File: config.mk
export PLATFORM = sky130hd
export DESIGN_NAME = verlet_node_array
export DESIGN_NICKNAME = d
export VERILOG_FILES = /design/src/rtl/verlet_node_array.sv
export SDC_FILE = /design/constraint.sdc
export NUM_CORES = 2
export LEC_CHECK = 0
export CORE_ASPECT_RATIO = 1.25
export CORE_MARGIN = 3
export CORE_UTILIZATION = 34
export DETAILED_ROUTE_END_ITERATION = 16
export PLACE_DENSITY_LB_ADDON = 0.05
export SLEW_MARGIN = 40
export SYNTH_ARGS = -nofsm -noshare
export SYNTH_HDL_FRONTEND = slang
export SYNTH_SLANG_ARGS = --single-unit
export TNS_END_PERCENT = 20
File: constraint.sdc
create_clock -name clk -period 12.38 [get_ports clk]
set_input_delay 2.476 -clock clk [delete_from_list [all_inputs] [get_ports clk]]
set_output_delay 2.476 -clock clk [all_outputs]
set_load 0.02 [all_outputs]
File: src/rtl/verlet_node_array.sv
// Time-multiplexed Verlet integrator: one datapath sweeps a register file of NODES point masses,
// one node per cycle, with gravity, optional damping, per-node pinning and a mouse impulse.
module verlet_node_array #(
    parameter int unsigned      NODES        = 8,
    parameter int unsigned      WIDTH        = 32,
    parameter int unsigned      FRAC         = 12,
    parameter logic [WIDTH-1:0] BASE_X       = 'h000C8000,
    parameter logic [WIDTH-1:0] SPACING      = 'h0000A000,
    parameter logic [255:0]     PIN_MASK     = 256'd1,
    parameter int unsigned      DAMP_SHIFT   = 0,
    parameter logic [WIDTH-1:0] MOUSE_RADIUS = 'h00002000,
    parameter logic [WIDTH-1:0] MOUSE_POWER  = 'h0000A000,
    localparam int unsigned     IDXW         = (NODES > 1) ? $clog2(NODES) : 1
) (
    input  logic             clk,
    input  logic             reset,
    input  logic             start,
    input  logic [WIDTH-1:0] gravity,
    input  logic             mouse_en,
    input  logic [WIDTH-1:0] mouse_x,
    input  logic [WIDTH-1:0] mouse_y,
    input  logic             wr_en,
    input  logic [IDXW-1:0]  wr_idx,
    input  logic [WIDTH-1:0] wr_x,
    input  logic [WIDTH-1:0] wr_y,
    input  logic [IDXW-1:0]  rd_idx,
    output logic [WIDTH-1:0] rd_x,
    output logic [WIDTH-1:0] rd_y,
    output logic             busy,
    output logic             done
);

    if (NODES < 2 || NODES > 256 || FRAC >= WIDTH) begin : g_bad_params
        $error("verlet_node_array: unsupported parameter combination");
    end

    typedef enum logic [1:0] {StIdle, StRun, StDone} state_e;

    state_e          state_q, state_d;
    logic [IDXW-1:0] idx_q, idx_d;

    logic [WIDTH-1:0] x_q  [NODES];
    logic [WIDTH-1:0] y_q  [NODES];
    logic [WIDTH-1:0] px_q [NODES];
    logic [WIDTH-1:0] py_q [NODES];

    logic [WIDTH-1:0]        cur_x, cur_y, cur_px, cur_py;
    logic [WIDTH-1:0]        vx_raw, vy_raw, vx, vy;
    logic signed [WIDTH-1:0] vx_sh, vy_sh;
    logic [WIDTH:0]          dx, dy, adx, ady;
    logic                    touch, mouse_left, pinned, wr_ok;
    logic [WIDTH-1:0]        nx, ny, npx, npy;

    always_comb begin
        state_d = state_q;
        idx_d   = idx_q;
        busy    = 1'b0;
        done    = 1'b0;
        unique case (state_q)
            StIdle: begin
                if (start) begin
                    state_d = StRun;
                    idx_d   = '0;
                end
            end
            StRun: begin
                busy = 1'b1;
                if (32'(idx_q) == NODES - 1) begin
                    state_d = StDone;
                    idx_d   = '0;
                end else begin
                    idx_d = idx_q + 1'b1;
                end
            end
            StDone: begin
                busy    = 1'b1;
                done    = 1'b1;
                state_d = StIdle;
            end
            default: state_d = StIdle;
        endcase
    end

    always_comb begin
        cur_x  = x_q[idx_q];
        cur_y  = y_q[idx_q];
        cur_px = px_q[idx_q];
        cur_py = py_q[idx_q];
        pinned = PIN_MASK[idx_q];

        vx_raw = cur_x - cur_px;
        vy_raw = cur_y - cur_py;
        // Shift into signed temporaries so the shift stays arithmetic.
        vx_sh  = $signed(vx_raw) >>> DAMP_SHIFT;
        vy_sh  = $signed(vy_raw) >>> DAMP_SHIFT;
        vx     = vx_raw;
        vy     = vy_raw;
        if (DAMP_SHIFT > 0) begin
            vx = vx_raw - vx_sh;
            vy = vy_raw - vy_sh;
        end

        // One extra bit keeps the distance exact even for far-apart operands.
        dx  = {cur_x[WIDTH-1], cur_x} - {mouse_x[WIDTH-1], mouse_x};
        dy  = {cur_y[WIDTH-1], cur_y} - {mouse_y[WIDTH-1], mouse_y};
        adx = dx[WIDTH] ? -dx : dx;
        ady = dy[WIDTH] ? -dy : dy;
        touch = mouse_en && (adx <= {1'b0, MOUSE_RADIUS}) && (ady <= {1'b0, MOUSE_RADIUS});
        mouse_left = $signed(mouse_x) <= $signed(cur_x);

        nx  = cur_x + vx;
        ny  = cur_y + vy + gravity;
        npy = cur_y;
        npx = cur_x;
        if (touch) begin
            npx = mouse_left ? cur_x - MOUSE_POWER : cur_x + MOUSE_POWER;
        end

        wr_ok = 32'(wr_idx) < NODES;
    end

    always_ff @(posedge clk) begin
        if (reset) begin
            state_q <= StIdle;
            idx_q   <= '0;
            for (int i = 0; i < NODES; i++) begin
                x_q[i]  <= BASE_X;
                px_q[i] <= BASE_X;
                y_q[i]  <= WIDTH'(WIDTH'(i + 1) * SPACING);
                py_q[i] <= WIDTH'(WIDTH'(i + 1) * SPACING);
            end
        end else begin
            state_q <= state_d;
            idx_q   <= idx_d;
            if (state_q == StRun && !pinned) begin
                x_q[idx_q]  <= nx;
                y_q[idx_q]  <= ny;
                px_q[idx_q] <= npx;
                py_q[idx_q] <= npy;
            end
            if (state_q == StIdle && wr_en && wr_ok) begin
                x_q[wr_idx] <= wr_x;
                y_q[wr_idx] <= wr_y;
            end
        end
    end

    always_comb begin
        rd_x = '0;
        rd_y = '0;
        if (32'(rd_idx) < NODES) begin
            rd_x = x_q[rd_idx];
            rd_y = y_q[rd_idx];
        end
    end

endmodule

# == After elaboration in Yosys (flattened, before gate mapping) ==
# Memory sizes are Yosys's and may differ from the RTL's. A register that Yosys moved wholly into a read port is not among the register bits.
# Cells that the tools add are included.
# word_totals
elab_cells,93
ff_bits,5
out_inout_bits,66
inputBits,171
n_memories,5
rom_bits,8
ramBits,1024
# op_classes
n_reduce_logical,16
eq_ne,5
n_lt_le_gt_ge,4
mux,49
add_sub_neg,12
# mem_list
memory,words,width,read_ports,rd_clocked_by_memory_dff,wr,line_no,text
px_q,8,32,1,1,8,44,logic [WIDTH-1:0] px_q [NODES];
py_q,8,32,1,1,8,45,logic [WIDTH-1:0] py_q [NODES];
x_q,8,32,2,1,8,42,logic [WIDTH-1:0] x_q [NODES];
y_q,8,32,2,1,8,43,logic [WIDTH-1:0] y_q [NODES];
(no name shown),8,1,1,1,0,89,pinned = PIN_MASK[idx_q];
# op_table
cell,n
32-bit two-way mux,8
32-bit OR reduction,6
32-bit adder,3
"33-bit by 14-bit less-or-equal comparator with 1-bit output, second input constant",2
33-bit two-way mux,2
33-bit negator,2
32-bit by 32-bit subtractor with 33-bit output,2
32-bit subtractor,2
3-bit two-way mux,18
"32-bit by 16-bit adder with 32-bit output, second input constant",1
32-bit less-or-equal comparator,1
"32-bit by 16-bit subtractor with 32-bit output, second input constant",1
1-bit two-way mux,17
"3-bit by 9-bit < comparator with 1-bit output, second input constant",1
3-bit case mux with 2 select lines,1
1-bit logical AND,4
2-bit two-way mux,2
"2-bit inequality test, second input constant",2
2-bit case mux with 2 select lines,1
2-bit AND reduction,2
"3-bit by 1-bit adder with 3-bit output, second input constant",1
"3-bit equality test, second input constant",1
"2-bit by 1-bit equality test with 1-bit output, second input constant",1
"2-bit equality test, second input constant",1
other kinds (4),4

# == Depth between registers and ports, before layout ==
# logic_depth
ltp_word,10
mapped_depth,37
mapped_depth_nobuf,32

# == Worst setup path before layout ==
# Ideal clock, no wire load.
# synth_path
kind,reg2reg
start,register with a tool-made name
end,memory px_q[3][31] (data pin)
arrival_time_ns,9.150
slack_ns,2.958
t_required_ns,12.108
path_stages_with_launch,38
n_path_buf,5
synth_period_minus_slack_ns,9.422
setup_time_ns,0.272
path_cell_list,dfxtp_1 buf_1 clkbuf_1 clkbuf_1 buf_1 mux4_2 mux2i_1 inv_1 ha_1 buf_2 a21o_1 a211o_1 a22oi_1 a211oi_2 nor2_1 o21ai_0 nand2_1 nand2b_1 [... 2 more ...] o21ai_0 inv_1 fa_1 a21o_1 a21oi_1 o21bai_1 a21oi_1 nor2b_1 o21a_1 o31a_1 o41a_1 a21oi_1 o21ai_0 a31oi_1 xnor2_1 nor4_1 xnor2_1 nor2_1
# synth_rtl
element,line_no
"end, declared",44

==> results.sh <==
export IMPL_place_inst=7074
export IMPL_tightest_slew_ns=0.9510
export IMPL_cellPowerDensity_mw_per_mm2=146.4
export IMPL_fmax_mhz=104.5
export IMPL_cp_start_kind="flop"
export IMPL_critical_path_required_ns=12.84
export IMPL_die_w_um=378.6
export IMPL_grt_max_degree=97
export IMPL_grt_pass1_vias=42300
export IMPL_setup_violations=0
export IMPL_hold_end="state_q[0]"
export IMPL_num_rows=170
export IMPL_cts_root_buffer="clkbuf_16"
export IMPL_ys_types=97
export IMPL_stdcell_count=7278
export IMPL_crit_path_frequent_cell="a21oi_1"
export IMPL_pin_count=237
export IMPL_ir_worst_vdd_uv=107.4
export IMPL_antenna_found_initial=10
export IMPL_wirelength_um=216700
export IMPL_die_area_mm2=0.1786
export IMPL_drive_above_1_share_pct=17.81
export IMPL_design_area_mm2=0.06779
export IMPL_synth_top_family_by_area="multiplexers"
export IMPL_post_cts_setup_buffers=0
export IMPL_synthToLayoutAreaGrowth_pct=14.91
export IMPL_synth_edf_count=1024
export IMPL_critPathTopFamily="compound AO/OA/AOI/OAI gates"
export IMPL_wl_per_cell_um=29.77
export IMPL_holdCritPathClass="reg2reg"
export IMPL_post_synth_top_area_cell="edfxtp_1"
export IMPL_coreArea_mm2=0.1721
export IMPL_syn_area_mm2=0.05899
export IMPL_synth_mux_area_share_pct=18.99
export IMPL_max_stage_delay_ns=0.73
export IMPL_path_class="reg2reg"
export IMPL_r2r_end="px_q[5][31]"
export IMPL_worstRegToRegCells=34
export IMPL_wl_met2_um=102000
export IMPL_hold_depth=2
export IMPL_critical_path_depth=34
export IMPL_ctsHoldBuffers=0
export IMPL_syn_inst=4761
export IMPL_yosys_top_cells_area="edfxtp_1 52%, mux4_2 15%, nor2_1 6.5%"
export IMPL_fin_nets=5299
export IMPL_dr_wl_met3_um=15780
export IMPL_skew_ns=0.03889
export IMPL_drt_initial_drc_count=3881
export IMPL_final_period_utilization_pct=77.33
export IMPL_rsz0062_at_grt="no"
export IMPL_cts_buffers=105
export IMPL_worst_skew_pair_late_latency_ns=0.75
export IMPL_ys_warn_count=0
export IMPL_crit_slowest_cell="dfxtp_4"
export IMPL_fin_crit_ns=9.573
export IMPL_synth_flop_cell="edfxtp_1"
export IMPL_syn_area_per_cell_um2=12.39
export IMPL_hold_path_startpoint="state_q[0]"
export IMPL_synth_simple_area_share_pct=12.56
export IMPL_placed_cell_area_mm2=0.06434
export IMPL_place_gp_congestion=0.8486
export IMPL_die_h_um=471.7
export IMPL_ys_seq_elements=1033
export IMPL_drt_met1_wl_um=94820
export IMPL_ant_nets=0
export IMPL_grt_overflow_total=0
export IMPL_synth_compound_area_share_pct=6.690
export IMPL_synthArstFlopShare_pct=0
export IMPL_clkTransAtPathRegs_ns=0.07
export IMPL_vias=41040
export IMPL_layout_commonest_cell="edfxtp_1"
export IMPL_cts_htree_levels=3
export IMPL_grt_usage_pct=24.00
export IMPL_port_buffers=236
export IMPL_clock_sinks=1033
export IMPL_pre_cts_slack_ns=2.226
export IMPL_cts_tree="yes"
export IMPL_arrival_ns=10.03
export IMPL_highest_layer="met5"
export IMPL_final_cell_mix="1,024 x edfxtp_1, 1,023 x nor2_1, 384 x mux4_2"
export IMPL_power_leakage_nw=23.90
export IMPL_path_buf_inv=4
export IMPL_relSlewSlack_pct=35.93
export IMPL_hold_viol=0
export IMPL_ys_seq_area_share_pct=52.43
export IMPL_synth_top_area_share_pct=52.13
export IMPL_cap_violations=0
export IMPL_syn_nets=5115
export IMPL_yosys_area_share_adder_pct=4.327
export IMPL_drv_slew=0
export IMPL_dp_hpwl_um=137500
export IMPL_vias_per_cell=5.638
export IMPL_clock_path_buffers=3
export IMPL_reg2reg_slack_ns=2.81
export IMPL_power_total_w=0.009922
export IMPL_initial_core_util_pct=34.28
export IMPL_drc_errors=0
export IMPL_grt_pass1_wl_um=306200
export IMPL_fin_setup_tns_ns=0
export IMPL_setup_worst_path_end_class="flop"
export IMPL_worstPathMaxFanout=25
export IMPL_outcome="complete, no violations"
export IMPL_synthXorXnorAreaFrac_pct=1.720
export IMPL_setup_ws_ns=2.807
export IMPL_cts_resized_gates=0
export IMPL_dr_pass1_iters=8
cell type report:
cell class	count	area, um2
fill	16480	104300
sequential	1033	30940
multi-input combinational	3224	26460
timing repair buffer	341	3267
tap	2236	2798
clock buffer	123	2716
inverter	240	900.9
clock inverter	76	695.7
antenna	5	12.51
flip-flops by register name (all words and copies together) (netlist names), named ones only:
| name | flops |
|---|---|
| x_q | 256 |
| py_q | 256 |
| px_q | 256 |
| state_q | 2 |
| y_q | 256 |
| idx_q | 3 |
| pinned | 1 |
report_power, final:
part,internal (W),switching (W)
registers,0.00398,0.0000541
clock network,0.00179,0.00146
logic,0.000913,0.00173
total,0.00668,0.00325
synth_stat cells (all sizes together) (16+ instances only):
cell and instances:
edfxtp 1024, inv 240, nand2b 45, o21a 29, a21oi 158, nand4 29, a31oi 28, xor2 47
xnor2 68, nand3 44, mux2 118, and3 26, or3 23, nor2 1074, mux2i 115, fa 35
mux4 384, buf 74, and2 22, o21ai 158, nand2 261, ha 148, nor2b 29, a21boi 16
nor3 72, clkbuf 190, a211oi 23, a21o 51
kinds of logic after synthesis:
logic type	after synthesis
mux	617
flops	1033
xor+xnor	115
buf+inv	504
compound gates	606
fa+ha+maj	183
simple gates	1703
worst register-to-register path: cells and delay by family (launching register included):
kind	cells	cell delay (ns)
fa+ha+maj	2	1.01
mux	2	0.72
simple gates	7	0.86
flops	1	0.73
xor+xnor	2	0.75
buf+inv	4	1.37
compound gates	17	3.85
through the flow:
stage / hold slack [ns] / utilization (%)
after global placement: 0.5232 / 37.33
after floorplan: 0.4991 / -
final: 0.5440 / 39.39
after detailed placement: 0.5273 / 37.39
after global routing: 0.5998 / 39.39
after CTS: 0.5407 / 39.37
worst max-delay path by stage:
| stage | from | end | slack [ns] |
|---|---|---|---|
| after global routing | flop | px_q[4][31] | 2.16 |
| after floorplan | flop | px_q[3][31] | 2.96 |
| after global placement | mouse_x[4] | px_q[5][31] | 2.40 |
| after detailed placement | mouse_x[4] | px_q[1][31] | 2.23 |
| final | flop | px_q[5][31] | 2.81 |
| after CTS | flop | px_q[5][31] | 2.79 |
per-layer routing:
metal / GRT usage [%] / vias to the layer above
met4: 5.466 / 8
met2: 38.80 / 1324
met3: 4.748 / 223
met1: 33.31 / 21340
li1: - / 18140
met5: 0 / -
No activity file was read; power rests on OpenSTA's default activity.
